===== src/rtl/lsu_ctrl.sv =====
// lsu_ctrl: load/store unit between the core and the data memory port.
// Handles B/H/W (and D when XLEN=64) accesses with byte-lane steering,
// sign/zero extension of loads, misalignment and illegal-size detection.
// Optional macro LSU_TIMEOUT_EN adds a REQ-state timeout that raises ERR
// after TIMEOUT_CYCLES cycles without data_valid.
module lsu_ctrl #(
    parameter int unsigned XLEN           = 32,
    parameter int unsigned TIMEOUT_CYCLES = 16
) (
    input  logic                CLK,
    input  logic                RES,
    input  logic                START,
    input  logic                IS_STORE,
    input  logic [2:0]          FUNCT3,
    input  logic [XLEN-1:0]     ADDR,
    input  logic [XLEN-1:0]     WDATA,
    output logic                BUSY,
    output logic                DONE,
    output logic                ERR,
    output logic [XLEN-1:0]     RDATA,
    output logic                data_req,
    output logic                data_write_enable,
    output logic [XLEN-1:0]     data_adr,
    output logic [XLEN-1:0]     data_write,
    output logic [XLEN/8-1:0]   data_byte_en,
    input  logic [XLEN-1:0]     data_read,
    input  logic                data_valid
);

    localparam int unsigned NB   = XLEN / 8;
    localparam int unsigned OFFW = $clog2(NB);

    if ((XLEN != 32 && XLEN != 64) || TIMEOUT_CYCLES == 0) begin : g_bad_param
        $error("lsu_ctrl: XLEN must be 32 or 64 and TIMEOUT_CYCLES must be nonzero");
    end

    typedef enum logic [1:0] {
        S_IDLE,
        S_REQ,
        S_DONE,
        S_ERR
    } state_t;

    state_t            r_state;
    state_t            w_next;

    logic [2:0]        r_funct3;
    logic [OFFW-1:0]   r_off;

    logic [OFFW-1:0]   w_off;
    logic              w_illegal;
    logic              w_misalign;
    logic              w_accept;
    logic              w_timeout;
    logic [NB-1:0]     w_be_base;
    logic [XLEN-1:0]   w_rshift;
    logic [XLEN-1:0]   w_load;

    assign w_off    = ADDR[OFFW-1:0];
    assign w_accept = (r_state == S_IDLE) && START && !w_illegal && !w_misalign;

    // Decode illegal size/sign codes and natural-alignment violations of the request
    always_comb begin
        w_illegal  = 1'b0;
        w_misalign = 1'b0;
        if (FUNCT3 == 3'b111)
            w_illegal = 1'b1;
        if (XLEN == 32 && (FUNCT3 == 3'b011 || FUNCT3 == 3'b110))
            w_illegal = 1'b1;
        if (FUNCT3[2] && IS_STORE)
            w_illegal = 1'b1;
        case (FUNCT3[1:0])
            2'b01:   w_misalign = ADDR[0];
            2'b10:   w_misalign = (ADDR[1:0] != 2'b00);
            2'b11:   w_misalign = (ADDR[2:0] != 3'b000);
            default: w_misalign = 1'b0;
        endcase
    end

    // Contiguous lane mask for the access size, before shifting to the offset
    always_comb begin
        w_be_base = '0;
        case (FUNCT3[1:0])
            2'b00:   w_be_base = NB'(8'h01);
            2'b01:   w_be_base = NB'(8'h03);
            2'b10:   w_be_base = NB'(8'h0F);
            default: w_be_base = NB'(8'hFF);
        endcase
    end

    // Bring the addressed bytes down to bit 0 and extend per the latched FUNCT3
    assign w_rshift = data_read >> {r_off, 3'b000};

    always_comb begin
        w_load = w_rshift;
        case (r_funct3)
            3'b000:  w_load = XLEN'($signed(w_rshift[7:0]));
            3'b001:  w_load = XLEN'($signed(w_rshift[15:0]));
            3'b010:  w_load = XLEN'($signed(w_rshift[31:0]));
            3'b100:  w_load = XLEN'(w_rshift[7:0]);
            3'b101:  w_load = XLEN'(w_rshift[15:0]);
            3'b110:  w_load = XLEN'(w_rshift[31:0]);
            default: w_load = w_rshift;
        endcase
    end

`ifdef LSU_TIMEOUT_EN
    localparam int unsigned TW = $clog2(TIMEOUT_CYCLES + 1);

    logic [TW-1:0] r_tcnt;

    // Fires on the REQ cycle whose missing data_valid would bring the count to TIMEOUT_CYCLES
    assign w_timeout = (r_state == S_REQ) && !data_valid &&
                       (r_tcnt == TW'(TIMEOUT_CYCLES - 1));

    // Count REQ cycles without data_valid; held at zero outside REQ
    always_ff @(posedge CLK or negedge RES) begin
        if (!RES)
            r_tcnt <= '0;
        else if (r_state != S_REQ)
            r_tcnt <= '0;
        else if (!data_valid)
            r_tcnt <= r_tcnt + 1'b1;
    end
`else
    assign w_timeout = 1'b0;
`endif

    // State register
    always_ff @(posedge CLK or negedge RES) begin
        if (!RES)
            r_state <= S_IDLE;
        else
            r_state <= w_next;
    end

    // Next-state logic
    always_comb begin
        w_next = r_state;
        case (r_state)
            S_IDLE: begin
                if (START)
                    w_next = (w_illegal || w_misalign) ? S_ERR : S_REQ;
            end
            S_REQ: begin
                if (data_valid)
                    w_next = S_DONE;
                else if (w_timeout)
                    w_next = S_ERR;
            end
            S_DONE:  w_next = S_IDLE;
            S_ERR:   w_next = S_IDLE;
            default: w_next = S_IDLE;
        endcase
    end

    // Registered outputs, decoded from the next state so they align with r_state
    always_ff @(posedge CLK or negedge RES) begin
        if (!RES) begin
            BUSY              <= 1'b0;
            DONE              <= 1'b0;
            ERR               <= 1'b0;
            RDATA             <= '0;
            data_req          <= 1'b0;
            data_write_enable <= 1'b0;
            data_adr          <= '0;
            data_write        <= '0;
            data_byte_en      <= '0;
            r_funct3          <= '0;
            r_off             <= '0;
        end else begin
            BUSY     <= (w_next != S_IDLE);
            DONE     <= (w_next == S_DONE);
            ERR      <= (w_next == S_ERR);
            data_req <= (w_next == S_REQ);
            if (w_accept) begin
                data_adr          <= {ADDR[XLEN-1:OFFW], OFFW'(0)};
                data_byte_en      <= w_be_base << w_off;
                data_write        <= WDATA << {w_off, 3'b000};
                data_write_enable <= IS_STORE;
                r_funct3          <= FUNCT3;
                r_off             <= w_off;
            end else if (w_next != S_REQ) begin
                data_write_enable <= 1'b0;
            end
            if (r_state == S_REQ && data_valid && !data_write_enable)
                RDATA <= w_load;
        end
    end

endmodule

===== config.mk =====
export PLATFORM = sky130hd
export DESIGN_NAME = lsu_ctrl
export DESIGN_NICKNAME = d
export VERILOG_FILES = /design/src/rtl/lsu_ctrl.sv
export SDC_FILE = /design/constraint.sdc
export NUM_CORES = 1
export LEC_CHECK = 0
export ABC_AREA = 1
export BUFFER_PORTS_ARGS = -buffer_cell sky130_fd_sc_hd__buf_2
export CORE_MARGIN = 4
export CORE_UTILIZATION = 50
export DETAILED_ROUTE_END_ITERATION = 8
export HOLD_SLACK_MARGIN = 0.12
export PLACE_DENSITY = 0.89
export SETUP_SLACK_MARGIN = 0.1
export SLEW_MARGIN = 20
export SYNTH_ARGS = -nofsm -noshare
export SYNTH_HDL_FRONTEND = slang
export SYNTH_SLANG_ARGS = --single-unit
export TNS_END_PERCENT = 50

===== constraint.sdc =====
create_clock -name CLK -period 1.9 [get_ports CLK]
set_clock_uncertainty 0.05 [all_clocks]
set_input_delay 0.285 -clock CLK [delete_from_list [all_inputs] [get_ports CLK]]
set_output_delay 0.285 -clock CLK [all_outputs]
set_load 0.02 [all_outputs]

# After elaboration in Yosys (flattened, before gate mapping)
# Cells that the tools add are included.
# word_totals
reg_bits	110
out_inout_bits	105
# classes
eq_ne	16
shift	3
n_mux	12
n_reduce_logical	19
# ops
operator	n
case mux 32 bit (4 select lines)	1
<< shifter 32 x 5 -> 32 bit	1
right shift 32 x 5 -> 32 bit	1
== test 2 bit (second input constant)	6
== test 3 bit (second input constant)	4
case mux 4 bit (2 select lines)	1
== test 2 x 1 -> 1 bit (second input constant)	3
logical AND 1 bit	6
2-to-1 mux 2 bit	3
case mux 2 bit (3 select lines)	1
nonzero test 2 bit	3
2-to-1 mux 1 bit	5
zero test 2 bit	2
<< shifter 4 x 2 -> 4 bit	1
== test 3 x 1 -> 1 bit (second input constant)	1
== test 3 x 2 -> 1 bit (second input constant)	1
zero test 1 bit	3
zero test 3 bit	1
case mux 1 bit (3 select lines)	1
nonzero test 3 bit	1
logical OR 1 bit	2
inequality test 2 x 1 -> 1 bit (second input constant)	1
OR reduction 2 bit	1

# Logic depth before layout (Yosys ltp)
# depth
depth_word	11
mapped_depth	10

# Worst setup path before layout
# No wires, ideal clock.
# synth_timing
path_type	flip-flop to flip-flop
startpoint	register r_state[1]
endpoint	register RDATA[13]
setup_ps	113
arrival_time_ps	1186
t_required_ps	1737
slack_ps	551
stages_incl_launch_ff	11
period_less_slack_ps	1349
cell_sequence	dfrtp_1 > inv_1 > nand2_1 > nor2_4 > nand2_4 > inv_2 > buf_4 > buf_4 > nand3_1 > nand2_1 > inv_1
# synth_between
elab_chain_cells	3
# synth_lines
element	line	source
from (decl)	44	state_t r_state;
from (signal assigned)	134	r_state <= w_next;
== test 2 x 1 -> 1 bit	186	if (r_state == S_REQ && data_valid && !data_write_enable)
logical AND 1 bit (2 in series)	186	
to (signal assigned)	187	RDATA <= w_load;
to (decl)	20	output logic [XLEN-1:0] RDATA,
# Every way passes these cells.
# A chain may end at the register's enable or synchronous reset.

# Worst setup path in the final report
# layout_timing
startpoint	input IS_STORE
endpoint	register data_adr[4]
# layout_between
elab_chain_cells	5
# layout_lines
element	line	source
from (decl)	13	input logic IS_STORE,
logical AND 1 bit	70	if (FUNCT3[2] && IS_STORE)
2-to-1 mux 1 bit	70	
zero test 1 bit	60	assign w_accept = (r_state == S_IDLE) && START && !w_illegal && !w_misalign;
logical AND 1 bit (2 in series)	60	
to (signal assigned)	177	data_adr <= {ADDR[XLEN-1:OFFW], OFFW'(0)};
to (decl)	23	output logic [XLEN-1:0] data_adr,
# Every way passes these cells.

==> results.txt <==
STA puts the critical path data required time at 2140 ps. The routability congestion estimate from global placement came out at 0.942. The part of the Yosys area used for sequential elements is 0.486. IR analysis of the VDD net gives a maximum drop of 956 µV. The final layout net count is 1093.

The tree is rooted in a sky130_fd_sc_hd__clkbuf_16. The share of the core filled with cells in the final layout came out at 0.680. The number of register bits inferred by synthesis came out at 110.

The worst hold path begins at data_valid. The register cell area after layout came out at 2750 µm². The effective utilization at floorplan is 0.516. The cell with the largest stage delay on the worst path is sky130_fd_sc_hd__dlygate4sd3_1. After filler insertion, the fill cell instance count of the layout stands at 909. The via density per instance came out at 5.11. In the synthesized netlist the async set-or-reset flop fraction comes to 1.00.

The final period demand of the worst path came out at 1740 ps. The number of core rows is 38. The highest net fanout along the worst path is 46. The number of antenna violations at the first check in global routing is 0. The count of boundary I/O pins came out at 209. The largest net degree at the start of global routing is 50. The most numerous cell type found on the critical path is sky130_fd_sc_hd__nand2_1.

Setup violations remaining at the end of the flow were counted as 0. The synthesized cell area came out at 5670 µm². The pin slew with the least headroom to its limit came out at 530 ps. The global router's overall resource usage is 0.263. The die covers 13100 µm². Grouping stages by cell kind, the critical path spends the most delay in buffers and inverters. The count of yosys warnings during synthesis came out at 0. The count of unresolved DRC violations after routing is 0.

The critical path startpoint category is a primary input. The worst-case setup margin in the final layout came out at 161 ps. The kind of end point of the critical path is a flip-flop.

The synthesized area per cell came out at 7.40 µm². The number of buffers added on ports is 206. Ranked by instance count, the synthesized netlist is headed by 317 x sky130_fd_sc_hd__nand2_1, 110 x sky130_fd_sc_hd__dfrtp_1, 65 x sky130_fd_sc_hd__inv_1, 65 x sky130_fd_sc_hd__nand3_1, 50 x sky130_fd_sc_hd__o21ai_0. The first routing iteration left 545 violations. The power per standard cell area came out at 1580 nW/µm². The total power draw came out at 11.8 mW.

The height of the die came out at 114 µm. The average routed wire per standard cell came out at 14.9 µm. The worst path buffer plus inverter count is 4.

The latest clock arrival within the worst-skew pair came out at 340 ps. The share of the synthesized area in the top cell type came out at 0.486. The wire length of the first global-routing pass came out at 27.4 mm.

The count of nets left with antenna violations once routing finished came out at 0. In the final layout, the share of cells above drive strength 1 is 0.267. Max-cap violations in this run came to 0. The total leakage power is 4.24 nW. The final wirelength is 16.9 mm. The setup path with the least slack is of type in -> reg.

The share of the clock period used by the worst path after layout is 0.915. In this run the critical register-to-register path is launched from r_state[0]. The relative max-transition margin came out at 0.647. Summing over every cut layer, the via total after detailed routing is 5803. The most critical setup path has its startpoint at IS_STORE. The number of buffers created by CTS came out at 9. The commonest register cell after synthesis is sky130_fd_sc_hd__dfrtp_1. The critical path goes through dlygate4sd3_1 -> buf_2 -> o21ai_1 -> nand3_4 -> inv_2 -> buf_12 -> nand2_1 -> nand2_1.

The tightest min-delay check is of the in -> reg type. Yosys instantiated no cell more often than sky130_fd_sc_hd__nand2_1. By area the synthesized netlist is led by sky130_fd_sc_hd__dfrtp_1 49%, sky130_fd_sc_hd__nand2_1 21%, sky130_fd_sc_hd__nand3_1 5.7%. The number of iterations in the first detailed-routing pass came out at 5.

The placed instances occupy a cell area of 6800 µm². The final total negative setup slack is 0 ps. The TritonCTS clock tree is built.

The number of pins with negative max-slew slack in the final report is 0. The clock net sink count is 110. The number of hold-slack violations in the final timing report is 0. The count of cell types in the netlist came out at 28. Compared with the post-synthesis result, the final layout area differs by 31.8%.

The setup slack after placement came out at 186 ps. Setup repair after global routing left no endpoint under its margin. The clock passes through at most 2 buffers. The endpoint arrival time on the critical path came out at 1980 ps. The fmax is 575 MHz. The total area of multi-input combinational cells is 2370 µm². The clock slew seen by the registers of the worst setup and hold paths came out at 100 ps. The die extent in x came out at 114 µm. The area of the core came out at 11000 µm². The overflow left after global routing came out at 0. The final design area excluding fillers is 7470 µm². The critical path's largest stage delay came out at 530 ps.

The number of global-route vias before repair is 5738. Summed over all nets, the half-perimeter wirelength after detailed placement is 11.8 mm. The number of post-CTS setup repair buffers came out at 0. The clock tree synthesis step divided the H-tree into 3 levels.

The cell count after synthesis is 766. Yosys mapped a number of flops with a built-in enable equal to 0. Summed over all instances, the cell type with the most area after synthesis is sky130_fd_sc_hd__dfrtp_1.

The flow ran to the end, and the final reports show no timing, DRC or antenna violations.
sequential cells by signal (all words and copies together), names as in the netlist, 2 cells and up:
name	count
data_write	32
RDATA	32
r_off	2
data_adr	30
data_byte_en	4
r_funct3	3
r_state	2
repair_timing:
| action | 4_1_cts | 5_1_grt |
|---|---|---|
| hold buffers | 33 | 0 |
| resized for setup | 0 | 1 |
| endpoints found under the hold margin | 65 | 0 |
| setup endpoints to repair | 0 | 7 |
routing by layer:
layer | vias to the layer above | global-route usage | wire length, µm
met5 | - | 0 | 0
met4 | 0 | 0.0918 | 446
met3 | 36 | 0.0645 | 1720
met2 | 321 | 0.445 | 8290
met1 | 2645 | 0.327 | 6410
li1 | 2801 | - | -
layout make-up:
class / count / share of cell area
sequential: 110 / 0.369
multi-input combinational: 540 / 0.317
clock buffer: 9 / 0.0302
tap: 140 / 0.0235
timing repair buffer: 257 / 0.211
inverter: 71 / 0.0360
clock inverter: 7 / 0.0136
antenna: 1 / 0.000335
layout by cell type (no fill, tap or decap), types with 2 or more instances in the layout:
master	n
sky130_fd_sc_hd__nand2_1	317
sky130_fd_sc_hd__buf_2	205
sky130_fd_sc_hd__dfrtp_1	110
sky130_fd_sc_hd__inv_1	65
sky130_fd_sc_hd__nand3_1	65
sky130_fd_sc_hd__o21ai_0	50
sky130_fd_sc_hd__nor2_1	39
sky130_fd_sc_hd__dlygate4sd3_1	33
sky130_fd_sc_hd__or2_1	13
sky130_fd_sc_hd__buf_4	13
sky130_fd_sc_hd__or2_2	11
sky130_fd_sc_hd__a21oi_1	9
sky130_fd_sc_hd__clkbuf_16	9
sky130_fd_sc_hd__o21ai_1	8
sky130_fd_sc_hd__o211ai_1	8
sky130_fd_sc_hd__or2_0	7
sky130_fd_sc_hd__buf_12	6
sky130_fd_sc_hd__inv_2	5
sky130_fd_sc_hd__nand3_4	2
sky130_fd_sc_hd__conb_1	2
sky130_fd_sc_hd__inv_8	2
through the flow:
stage	instances	hold slack, ps
5_1_grt	1134	177
3_5_place_dp	1085	246
6_report	1135	155
3_3_place_gp	1085	242
2_1_floorplan	767	-60.6
4_1_cts	1134	147
power breakdown:
group	total, mW	switching (mW)	internal [mW]
clock network	2.05	0.978	1.08
logic	5.69	3.73	1.96
registers	4.08	0.651	3.43
total	11.8	5.36	6.46
cells by family after synthesis:
logic type,synth area share
flip-flops,0.486
AO/OA/AOI/OAI,0.0726
other,0.000662
AND/OR/NAND/NOR,0.342
buffers and inverters,0.0994
final timing paths:
path	to	slack (ps)	cells past startpoint
min in group asynchronous	RDATA[20]	400	2
worst max-delay path	data_adr[4]	160	8
worst min register to register	data_adr[19]	430	2
worst min-delay path	r_state[0]	160	2
worst max register to register	data_adr[4]	290	6
max in group asynchronous	data_byte_en[2]	850	3
Note: power is estimated with default switching activity, not from simulation.
